$ cat src/rtl/bp_me_pkg.sv
// bp_me_pkg: shared types for the coherence wormhole transmit endpoint.
//   bp_coh_wh_header_s           header flit field order {payload, len, cord}
//                                (MSB first) at the default coh_noc widths
//   bp_coh_wh_tx_state_e         transmit FSM states
//   bsg_ready_and_link_sif_width width of a {v, ready_and_rev, data} link
//   ceil_div                     integer ceiling division
package bp_me_pkg;

  localparam int coh_noc_flit_width_gp = 64;
  localparam int coh_noc_cord_width_gp = 16;
  localparam int coh_noc_len_width_gp  = 4;

  // Header field order. Endpoints built at other widths use the same order.
  typedef struct packed {
    logic [coh_noc_flit_width_gp-coh_noc_cord_width_gp-coh_noc_len_width_gp-1:0] payload;
    logic [coh_noc_len_width_gp-1:0]  len;
    logic [coh_noc_cord_width_gp-1:0] cord;
  } bp_coh_wh_header_s;

  typedef enum logic {
    e_ready = 1'b0,
    e_send  = 1'b1
  } bp_coh_wh_tx_state_e;

  // Link layout, MSB first: v, ready_and_rev, data.
  function automatic int bsg_ready_and_link_sif_width(input int data_width);
    return data_width + 2;
  endfunction

  function automatic int ceil_div(input int num, input int den);
    return (num + den - 1) / den;
  endfunction

endpackage

$ cat src/rtl/bp_coh_flit_piso.sv
// bp_coh_flit_piso: holds one accepted message and presents the flit chosen
// by sel_i. Flit 0 is the header; flits 1..max_len_p are body slices of the
// payload, zero-padded above the payload width. A sel_i value beyond
// max_len_p yields an all-zero flit.
//   clk_i   clock
//   load_i  capture pkt_i/cord_i/len_i
//   pkt_i, cord_i, len_i  message fields to capture
//   sel_i   flit index to present
//   len_o   captured body-flit count
//   flit_o  selected flit
module bp_coh_flit_piso
  #(parameter int flit_width_p   = 64
  , parameter int cord_width_p   = 16
  , parameter int len_width_p    = 4
  , parameter int pkt_width_p    = 256
  , parameter int hdr_pl_width_p = 44
  , parameter int max_len_p      = 4
  )
  (input  logic                    clk_i
  , input  logic                    load_i
  , input  logic [pkt_width_p-1:0]  pkt_i
  , input  logic [cord_width_p-1:0] cord_i
  , input  logic [len_width_p-1:0]  len_i
  , input  logic [len_width_p-1:0]  sel_i
  , output logic [len_width_p-1:0]  len_o
  , output logic [flit_width_p-1:0] flit_o
  );

  localparam int pad_width_lp = hdr_pl_width_p + max_len_p * flit_width_p;

  logic [pkt_width_p-1:0]  pkt_q;
  logic [cord_width_p-1:0] cord_q;
  logic [len_width_p-1:0]  len_q;

  // Datapath only; the link valid is what resets, and data is masked by it.
  always_ff @(posedge clk_i) begin
    if (load_i) begin
      pkt_q  <= pkt_i;
      cord_q <= cord_i;
      len_q  <= len_i;
    end
  end

  logic [pad_width_lp-1:0] pkt_pad;
  assign pkt_pad = pad_width_lp'(pkt_q);

  logic [flit_width_p-1:0] flits [max_len_p+1];
  assign flits[0] = {pkt_q[hdr_pl_width_p-1:0], len_q, cord_q};

  for (genvar gi = 1; gi <= max_len_p; gi++) begin : g_body
    assign flits[gi] = pkt_pad[hdr_pl_width_p + gi*flit_width_p - 1 -: flit_width_p];
  end

  always_comb begin
    flit_o = '0;
    for (int k = 0; k <= max_len_p; k++) begin
      if (sel_i == len_width_p'(k)) flit_o = flits[k];
    end
  end

  assign len_o = len_q;

endmodule

$ cat src/rtl/bp_coh_wormhole_tx.sv
// bp_coh_wormhole_tx: accepts one coherence message per v_i/ready_and_o
// handshake, prepends a routing header flit {payload, len, cord} and
// serializes the message onto a ready-and wormhole link.
//   clk_i, reset_i   clock, synchronous active-high reset
//   pkt_i            message payload
//   dst_cord_i       destination {y,x}
//   len_i            body flit count (0 = header only)
//   v_i/ready_and_o  message handshake
//   link_i           link in; only ready_and_rev is used
//   link_o           link out; v and data driven, ready_and_rev tied 0
// Optional feature macro BP_COH_WH_TX_BYPASS_EN: when defined the header is
// built combinationally and sent in the same cycle as the input handshake.
module bp_coh_wormhole_tx
  import bp_me_pkg::*;
  #(parameter int flit_width_p = 64
  , parameter int cord_width_p = 16
  , parameter int len_width_p  = 4
  , parameter int pkt_width_p  = 256
  , localparam int hdr_pl_width_lp = flit_width_p - cord_width_p - len_width_p
  , localparam int max_len_lp      = ceil_div(pkt_width_p - hdr_pl_width_lp, flit_width_p)
  , localparam int link_width_lp   = bsg_ready_and_link_sif_width(flit_width_p)
  )
  (input  logic                     clk_i
  , input  logic                     reset_i
  , input  logic [pkt_width_p-1:0]   pkt_i
  , input  logic [cord_width_p-1:0]  dst_cord_i
  , input  logic [len_width_p-1:0]   len_i
  , input  logic                     v_i
  , output logic                     ready_and_o
  , input  logic [link_width_lp-1:0] link_i
  , output logic [link_width_lp-1:0] link_o
  );

  bp_coh_wh_tx_state_e state_q, state_d;
  logic [len_width_p-1:0] cnt_q, cnt_d;

  logic                    link_ready;
  logic                    link_v;
  logic [flit_width_p-1:0] link_data;
  logic                    load;
  logic [len_width_p-1:0]  len_q;
  logic [flit_width_p-1:0] piso_flit;

  assign link_ready = link_i[flit_width_p];

  logic unused_link;
  assign unused_link = ^{link_i[link_width_lp-1], link_i[flit_width_p-1:0]};

`ifdef BP_COH_WH_TX_BYPASS_EN
  logic [flit_width_p-1:0] hdr_in;
  assign hdr_in = {pkt_i[hdr_pl_width_lp-1:0], len_i, dst_cord_i};
`endif

  bp_coh_flit_piso
    #(.flit_width_p(flit_width_p), .cord_width_p(cord_width_p)
    , .len_width_p(len_width_p), .pkt_width_p(pkt_width_p)
    , .hdr_pl_width_p(hdr_pl_width_lp), .max_len_p(max_len_lp))
    piso
    (.clk_i(clk_i)
    , .load_i(load)
    , .pkt_i(pkt_i)
    , .cord_i(dst_cord_i)
    , .len_i(len_i)
    , .sel_i(cnt_q)
    , .len_o(len_q)
    , .flit_o(piso_flit)
    );

  always_comb begin
    state_d     = state_q;
    cnt_d       = cnt_q;
    load        = 1'b0;
    ready_and_o = 1'b0;
    link_v      = 1'b0;
    link_data   = '0;
    unique case (state_q)
      e_ready: begin
`ifdef BP_COH_WH_TX_BYPASS_EN
        ready_and_o = link_ready;
        link_v      = v_i;
        link_data   = v_i ? hdr_in : '0;
        // Header already went out this cycle; resume at the first body flit.
        if (v_i && link_ready && (len_i != '0)) begin
          load    = 1'b1;
          cnt_d   = len_width_p'(1);
          state_d = e_send;
        end
`else
        ready_and_o = 1'b1;
        if (v_i) begin
          load    = 1'b1;
          cnt_d   = '0;
          state_d = e_send;
        end
`endif
      end
      e_send: begin
        link_v    = 1'b1;
        link_data = piso_flit;
        if (link_ready) begin
          if (cnt_q == len_q) begin
            // Final flit leaving: take the next message without a bubble.
            ready_and_o = 1'b1;
            cnt_d       = '0;
            if (v_i) load = 1'b1;
            else     state_d = e_ready;
          end else begin
            cnt_d = cnt_q + len_width_p'(1);
          end
        end
      end
      default: state_d = e_ready;
    endcase
    // Reset silences the link and refuses input for its whole duration.
    if (reset_i) begin
      ready_and_o = 1'b0;
      link_v      = 1'b0;
      link_data   = '0;
      load        = 1'b0;
    end
  end

  always_ff @(posedge clk_i) begin
    if (reset_i) begin
      state_q <= e_ready;
      cnt_q   <= '0;
    end else begin
      state_q <= state_d;
      cnt_q   <= cnt_d;
    end
  end

  assign link_o = {link_v, 1'b0, link_data};

  // Lengths beyond the payload capacity are a sender bug.
  always_ff @(posedge clk_i) begin
    if (!reset_i && v_i && ready_and_o) begin
      assert (len_i <= len_width_p'(max_len_lp));
    end
  end

endmodule

$ cat config.mk
export PLATFORM = sky130hd
export DESIGN_NAME = bp_coh_wormhole_tx
export DESIGN_NICKNAME = d
export VERILOG_FILES = /design/src/rtl/bp_me_pkg.sv /design/src/rtl/bp_coh_flit_piso.sv /design/src/rtl/bp_coh_wormhole_tx.sv
export SDC_FILE = /design/constraint.sdc
export NUM_CORES = 1
export LEC_CHECK = 0
export ABC_AREA = 1
export BUFFER_PORTS_ARGS = -buffer_cell sky130_fd_sc_hd__buf_2
export CORE_MARGIN = 4
export CORE_UTILIZATION = 35
export DETAILED_ROUTE_END_ITERATION = 10
export SLEW_MARGIN = 20
export SYNTH_ARGS = -nofsm -noshare
export SYNTH_HDL_FRONTEND = slang
export SYNTH_SLANG_ARGS = --single-unit
$ cat constraint.sdc
create_clock -name clk_i -period 30.4 [get_ports clk_i]
set_input_delay 6.08 -clock clk_i [delete_from_list [all_inputs] [get_ports clk_i]]
set_output_delay 6.08 -clock clk_i [all_outputs]
set_load 0.05 [all_outputs]
==> run_results.csv, run 1 <==
group,metric,value,unit
outcome,status,"complete, no violations",
routing,wire_per_inst,18.70,um
clock_network,cts_resized,0,
setup_path,start_kind,"input pin",
routing,routed-wl-met3,3236,um
timing,slew_violations,0,
routing,drt.antenna.violating_nets,0,
setup_path,cp_top_family,"simple AND/OR/NAND/NOR gates",
timing,setup_viol,0,
grt,track_usage,17.46,%
clock_network,cts_hold_buf,0,
synth,syn_nets,1335,
clock_network,clk_latency,0.57,ns
place,place.gp.congestion,0.7610,
floorplan,die_x,191.7,um
clock_network,path_clk_slew,0.06,ns
clock_network,post_cts.repair.setup_buffers,0,
routing,highest_layer,"met5",
clock_network,cts_buffers,31,
pwr,p_leak,0.006045,uW
synth,synth_seq_cells,281,
setup_path,path_max_fanout,44,
setup_path,critPathKind,"in2out",
timing,layout_min_cycle_time,14.32,ns
routing,routed-via-count,8567,
synth,yosysWarnings,0,
setup_path,worstPathArrival,8.24,ns
clock_network,clockRootBuffer,"clkbuf_16",
layout,seq_area,8388,um^2
setup_path,cp_slowest_stage_delay,0.81,ns
place,dp_cells,1725,
grt,grt_max_degree,157,
setup_path,cp_data_required_time,24.32,ns
floorplan,die-area,36750,um^2
timing,slew_headroom,29.79,%
setup_path,cp_slowest_cell,"and2_2",
synth,synth_cell_types,29,
setup_path,worst-path-buf-inv,3,
clock_network,cts_max_level,1,
layout,multi_input_area,2805,um^2
layout,nets,1659,
clock_network,clkSinkCount,281,
routing,drt-initial-drc-count,484,
job,cap_violations,0,
layout,final_cells,1786,
routing,vias_per_cell,4.797,
layout,fillers,3180,
routing,routed_wl,33410,um
grt,grt_pass1_wl,49690,um
floorplan,start_util,35.31,%
pwr,power_density,60.22,nW/um^2
place,port_buffers,345,
layout,drive_gt1_share,33.11,%
layout,syn_to_final_growth,25.34,%
floorplan,io_pins,412,
setup_path,cp_cell_sequence,"buf_2 -> nor2_1 -> buf_4 -> and2_2 -> o21ai_1 -> nor2_1 -> buf_2",
routing,route.met2.wl,15920,um
grt,antenna_found_initial,19,
floorplan,fp.dieH,191.7,um
timing,max_freq,0.06985,GHz
timing,worst_pin_slew,1.053,ns
setup_path,endpoint_kind,"output port",
place,dpl.hpwl,21370,um
routing,wl_met1,13130,um
grt,grt_pass1_vias,8764,
clock_network,cts_tree,"built",
timing,hold_viol,0,
synth,syn_area_per_cell,11.98,um^2
synth,syn-cell-area,11810,um^2
routing,drc,0,
min_path,hp-class,"reg2reg",
floorplan,rows,67,
routing,drt_pass1_iterations,7,
timing,fin_tns_setup,0,ns
timing,clock-skew-final,0.02032,ns
grt,grt-ovfl-total,0,
pwr,vdd_drop_max,0.00004617,V
synth,ys_seq_area_share,71.02,%
timing,rsz0062_at_grt,"no",
floorplan,core,33450,um^2
synth,synthCells,986,
clock_network,clock_path_buffers,3,
timing,timing.final.crit_share,47.09,%
-- logic make-up after synthesis --
group / Yosys count / share of synthesized area (%)
flip-flops: 281 / 71.02
AO/OA/AOI/OAI: 199 / 9.322
other: 1 / 0.03175
adder cells (fa/ha/maj): 4 / 0.4237
buffers and inverters: 123 / 5.455
AND/OR/NAND/NOR: 376 / 13.60
XOR/XNOR: 2 / 0.1483
-- cell usage after synthesis --
library cell	instances	area [um^2]
nor3_4	1	16.27
a21oi_1	50	250.2
buf_4	9	67.56
o21ai_0	57	285.3
dfxtp_1	5	100.1
conb_1	1	3.750
nor2_1	48	180.2
clkbuf_1	22	82.58
nand3_1	89	445.4
buf_6	11	123.9
ha_1	4	50.05
edfxtp_1	276	8288
a21oi_2	20	175.2
inv_2	1	3.750
clkbuf_8	3	41.29
nand2_2	2	12.51
nand2_1	213	799.5
buf_1	1	3.750
and2_1	1	6.260
nand4_1	20	125.1
dlygate4sd1_1	2	17.52
xor2_1	2	17.52
inv_1	53	198.9
clkbuf_2	1	5.000
buf_2	20	100.1
nand3_2	1	10.01
o21ai_1	64	320.3
o21ai_2	8	70.07
nor2_4	1	11.26
-- through the flow --
stage	setup slack [ns]	utilization, %	total power, uW	hold WS (ns)	cell area, um^2
2_1_floorplan	11.72	-	509.6	0.4678	11810
3_3_place_gp	16.10	41.28	535.5	0.4868	13810
3_5_place_dp	16.09	41.28	536.8	0.5249	13810
4_1_cts	16.09	44.21	903.0	0.5348	14790
5_1_grt	15.89	44.23	925.5	0.5640	14790
6_report	16.08	44.26	891.5	0.5279	14800
-- layout by cell type, fill, tap and decap left out, drive strengths merged, types with 5 or more instances in the layout --
master,count
a21oi,70
buf,360
clkbuf,45
clkinv,6
dfxtp,5
diode,6
edfxtp,276
inv,55
nand2,215
nand3,90
nand4,20
nor2,49
o21ai,129
-- sequential cells by signal, indices dropped and copies added, names as in the netlist --
register and flops:
piso.len_o 4, piso.pkt_q 256, state_q 1, cnt_q 4, piso.cord_q 16
-- worst reg2reg max path: cells and delay by family (launching register included) --
family | cells | cell delay (ns)
buffers and inverters | 3 | 1.69
DFF | 1 | 0.59
and+or+nand+nor | 7 | 0.69
-- power breakdown --
group | switching, uW | internal [uW] | total, uW
clock network | 150 | 214 | 364
logic | 52.8 | 27.1 | 79.9
registers | 3.72 | 444 | 448
-- routing by layer --
metal	up-vias	track usage, %
met2	337	30.04
met4	24	4.972
met3	74	5.943
li1	4137	-
met5	-	0
met1	3995	20.87
-- final cells by class --
cell class	instances	share of cell area (%)
inverter	54	1.369
clock inverter	10	0.7606
antenna	6	0.1014
sequential	281	56.66
multi-input combinational	582	18.95
clock buffer	45	5.865
timing repair buffer	360	12.51
tap	448	3.786
-- worst paths after layout --
path	startpoint	to	slack, ns	cells past startpoint
setup / recovery	reset_i	link_o[45]	16.08	7
hold / removal	state_q	state_q	0.53	2
setup reg to reg	cnt_q[2]	piso.pkt_q[123]	27.00	10
hold reg to reg	state_q	state_q	0.53	2
Note: power is estimated with default switching activity, not from simulation.
==> inputs of run 2 (changes only) <==
==> constraint.sdc (replaced) <==
create_clock -name clk_i -period 14.5 [get_ports clk_i]
set_input_delay 2.9 -clock clk_i [delete_from_list [all_inputs] [get_ports clk_i]]
set_output_delay 2.9 -clock clk_i [all_outputs]
set_load 0.05 [all_outputs]
==> run_results.csv, run 2 (same netlist as run 1, synthesis figures left out) <==
group,metric,value,unit
setup_path,worstPathArrival,5.10,ns
layout,reg_top3,"piso.pkt_q x256, piso.cord_q x16",
grt,grt_max_degree,159,
timing,setup_viol,0,
routing,drc,0,
floorplan,die_x,191.7,um
clock_network,clock_path_buffers,3,
layout,drive_gt1_share,33.41,%
timing,slew_headroom,27.79,%
floorplan,start_util,35.31,%
timing,hold_slack,0.5127,ns
min_path,hold_path_end,"state_q",
pwr,seqPwrFrac,49.6,%
routing,wl_met1,13200,um
layout,final_common_cell,"buf_2",
layout,final_cells,1783,
timing,hold_viol,0,
setup_path,critPathKind,"in2out",
timing,worst_pin_slew,1.083,ns
pwr,clockPowerShare,41.5,%
pwr,p_leak,0.006063,uW
setup_path,r2r_slack,10.48,ns
floorplan,die-area,36750,um^2
clock_network,cts_max_level,1,
clock_network,clockRootBuffer,"clkbuf_16",
routing,wire_per_inst,18.51,um
grt,grt-ovfl-total,0,
routing,drt.antenna.violating_nets,0,
routing,routed-via-count,8659,
place,place.gp.congestion,0.7578,
place,dp_cells,1724,
routing,drt-initial-drc-count,420,
min_path,hp-start,"state_q",
timing,layout_min_cycle_time,7.995,ns
grt,antenna_found_initial,14,
timing,fin_tns_setup,0,ns
place,dp_slack,6.465,ns
setup_path,cp_data_required_time,11.60,ns
timing,max_freq,0.1251,GHz
layout,top_register,"piso.pkt_q",
setup_path,reg2reg_from,"cnt_q[2]",
setup_path,endpoint_kind,"output port",
pwr,intPower,1464,uW
clock_network,clk_latency,0.57,ns
routing,drt_pass1_iterations,5,
layout,nets,1658,
pwr,finalPower,1892,uW
setup_path,r2r_end,"piso.pkt_q[44]",
routing,vias_per_cell,4.856,
clock_network,cts_tree,"built",
job,cap_violations,0,
layout,largest_reg_flops,256,
routing,route.met2.wl,15750,um
pwr,comb_power_share,8.9,%
grt,grt_pass1_wl,49020,um
min_path,whs_path_depth,2,
min_path,hp-class,"reg2reg",
setup_path,path_max_fanout,44,
routing,highest_layer,"met5",
pwr,vdd_drop_max,0.0001028,V
floorplan,core,33450,um^2
clock_network,cts_hold_buf,0,
pwr,p_sw_share,22.64,%
pwr,p_switching,428.4,uW
place,dpl.hpwl,20960,um
grt,track_usage,17.28,%
clock_network,post_cts.repair.setup_buffers,0,
setup_path,reg2regPathDepth,10,
timing,timing.final.crit_share,55.14,%
routing,routed_wl,33000,um
timing,finalWorstSetupSlack,6.505,ns
clock_network,clkSinkCount,281,
clock_network,cts_buffers,31,
place,port_buffers,345,
timing,rsz0062_at_grt,"no",
grt,grt_pass1_vias,8748,
layout,syn_to_final_growth,25.53,%
timing,clock-skew-final,0.01429,ns
routing,routed-wl-met3,3306,um
setup_path,start_kind,"input pin",
layout,mostFrequentLayoutCells,"buf_2, edfxtp_1, nand2_1, nand3_1, o21ai_1",
clock_network,cts_resized,0,
timing,slew_violations,0,
floorplan,rows,67,
floorplan,io_pins,412,
outcome,status,"complete, no violations",
floorplan,fp.dieH,191.7,um
pwr,power_density,127.6,nW/um^2
clock_network,path_clk_slew,0.05,ns
==> run 2: area by class of cell <==
| type | count | area (um^2) |
|---|---|---|
| flip-flops and latches | 281 | 8388 |
| multi-input cells | 582 | 2805 |
| clock inverters | 17 | 212.7 |
| inverters | 54 | 202.7 |
| fillers | 3133 | 18620 |
| clock buffers | 36 | 794.5 |
| well taps | 448 | 560.5 |
| repair buffers | 359 | 1848 |
| diodes | 6 | 15.01 |
==> run 2: through the flow <==
stage | instance area (um^2) | util [%]
6_report | 14830 | 44.33
5_1_grt | 14810 | 44.29
4_1_cts | 14810 | 44.27
3_5_place_dp | 13800 | 41.26
3_3_place_gp | 13800 | 41.26
2_1_floorplan | 11810 | -
==> run 2: power by group through the flow <==
stage	combinational (uW)	clock, uW	sequential (uW)
2_1_floorplan	100	0	962
3_3_place_gp	167	0	955
4_1_cts	170	806	939
5_1_grt	184	842	941
6_report	168	786	939
3_5_place_dp	169	0	956
==> run 2: layer usage <==
metal | GRT usage (%) | vias to the layer above
li1 | - | 4138
met4 | 3.564 | 20
met2 | 29.31 | 346
met3 | 6.125 | 64
met1 | 21.45 | 4091
met5 | 0 | -
==> run 2: critical path, cell delays in order <==
cell,delay [ns]
buf_2,0.14
nor2_1,0.11
buf_4,0.28
and2_2,0.86
o21ai_0,0.31
nor2_1,0.18
buf_2,0.28
==> run 2: worst max path at each step <==
stage / from / endpoint / slack [ns] / cells after the start
after floorplan: link_i[64] / piso.cord_q[0] / 3.73 / 4
after global placement: reset_i / link_o[51] / 6.44 / 7
after detailed placement: reset_i / link_o[51] / 6.46 / 7
after CTS: reset_i / link_o[51] / 6.46 / 7
after global routing: reset_i / link_o[51] / 6.30 / 7
final: reset_i / link_o[51] / 6.50 / 7
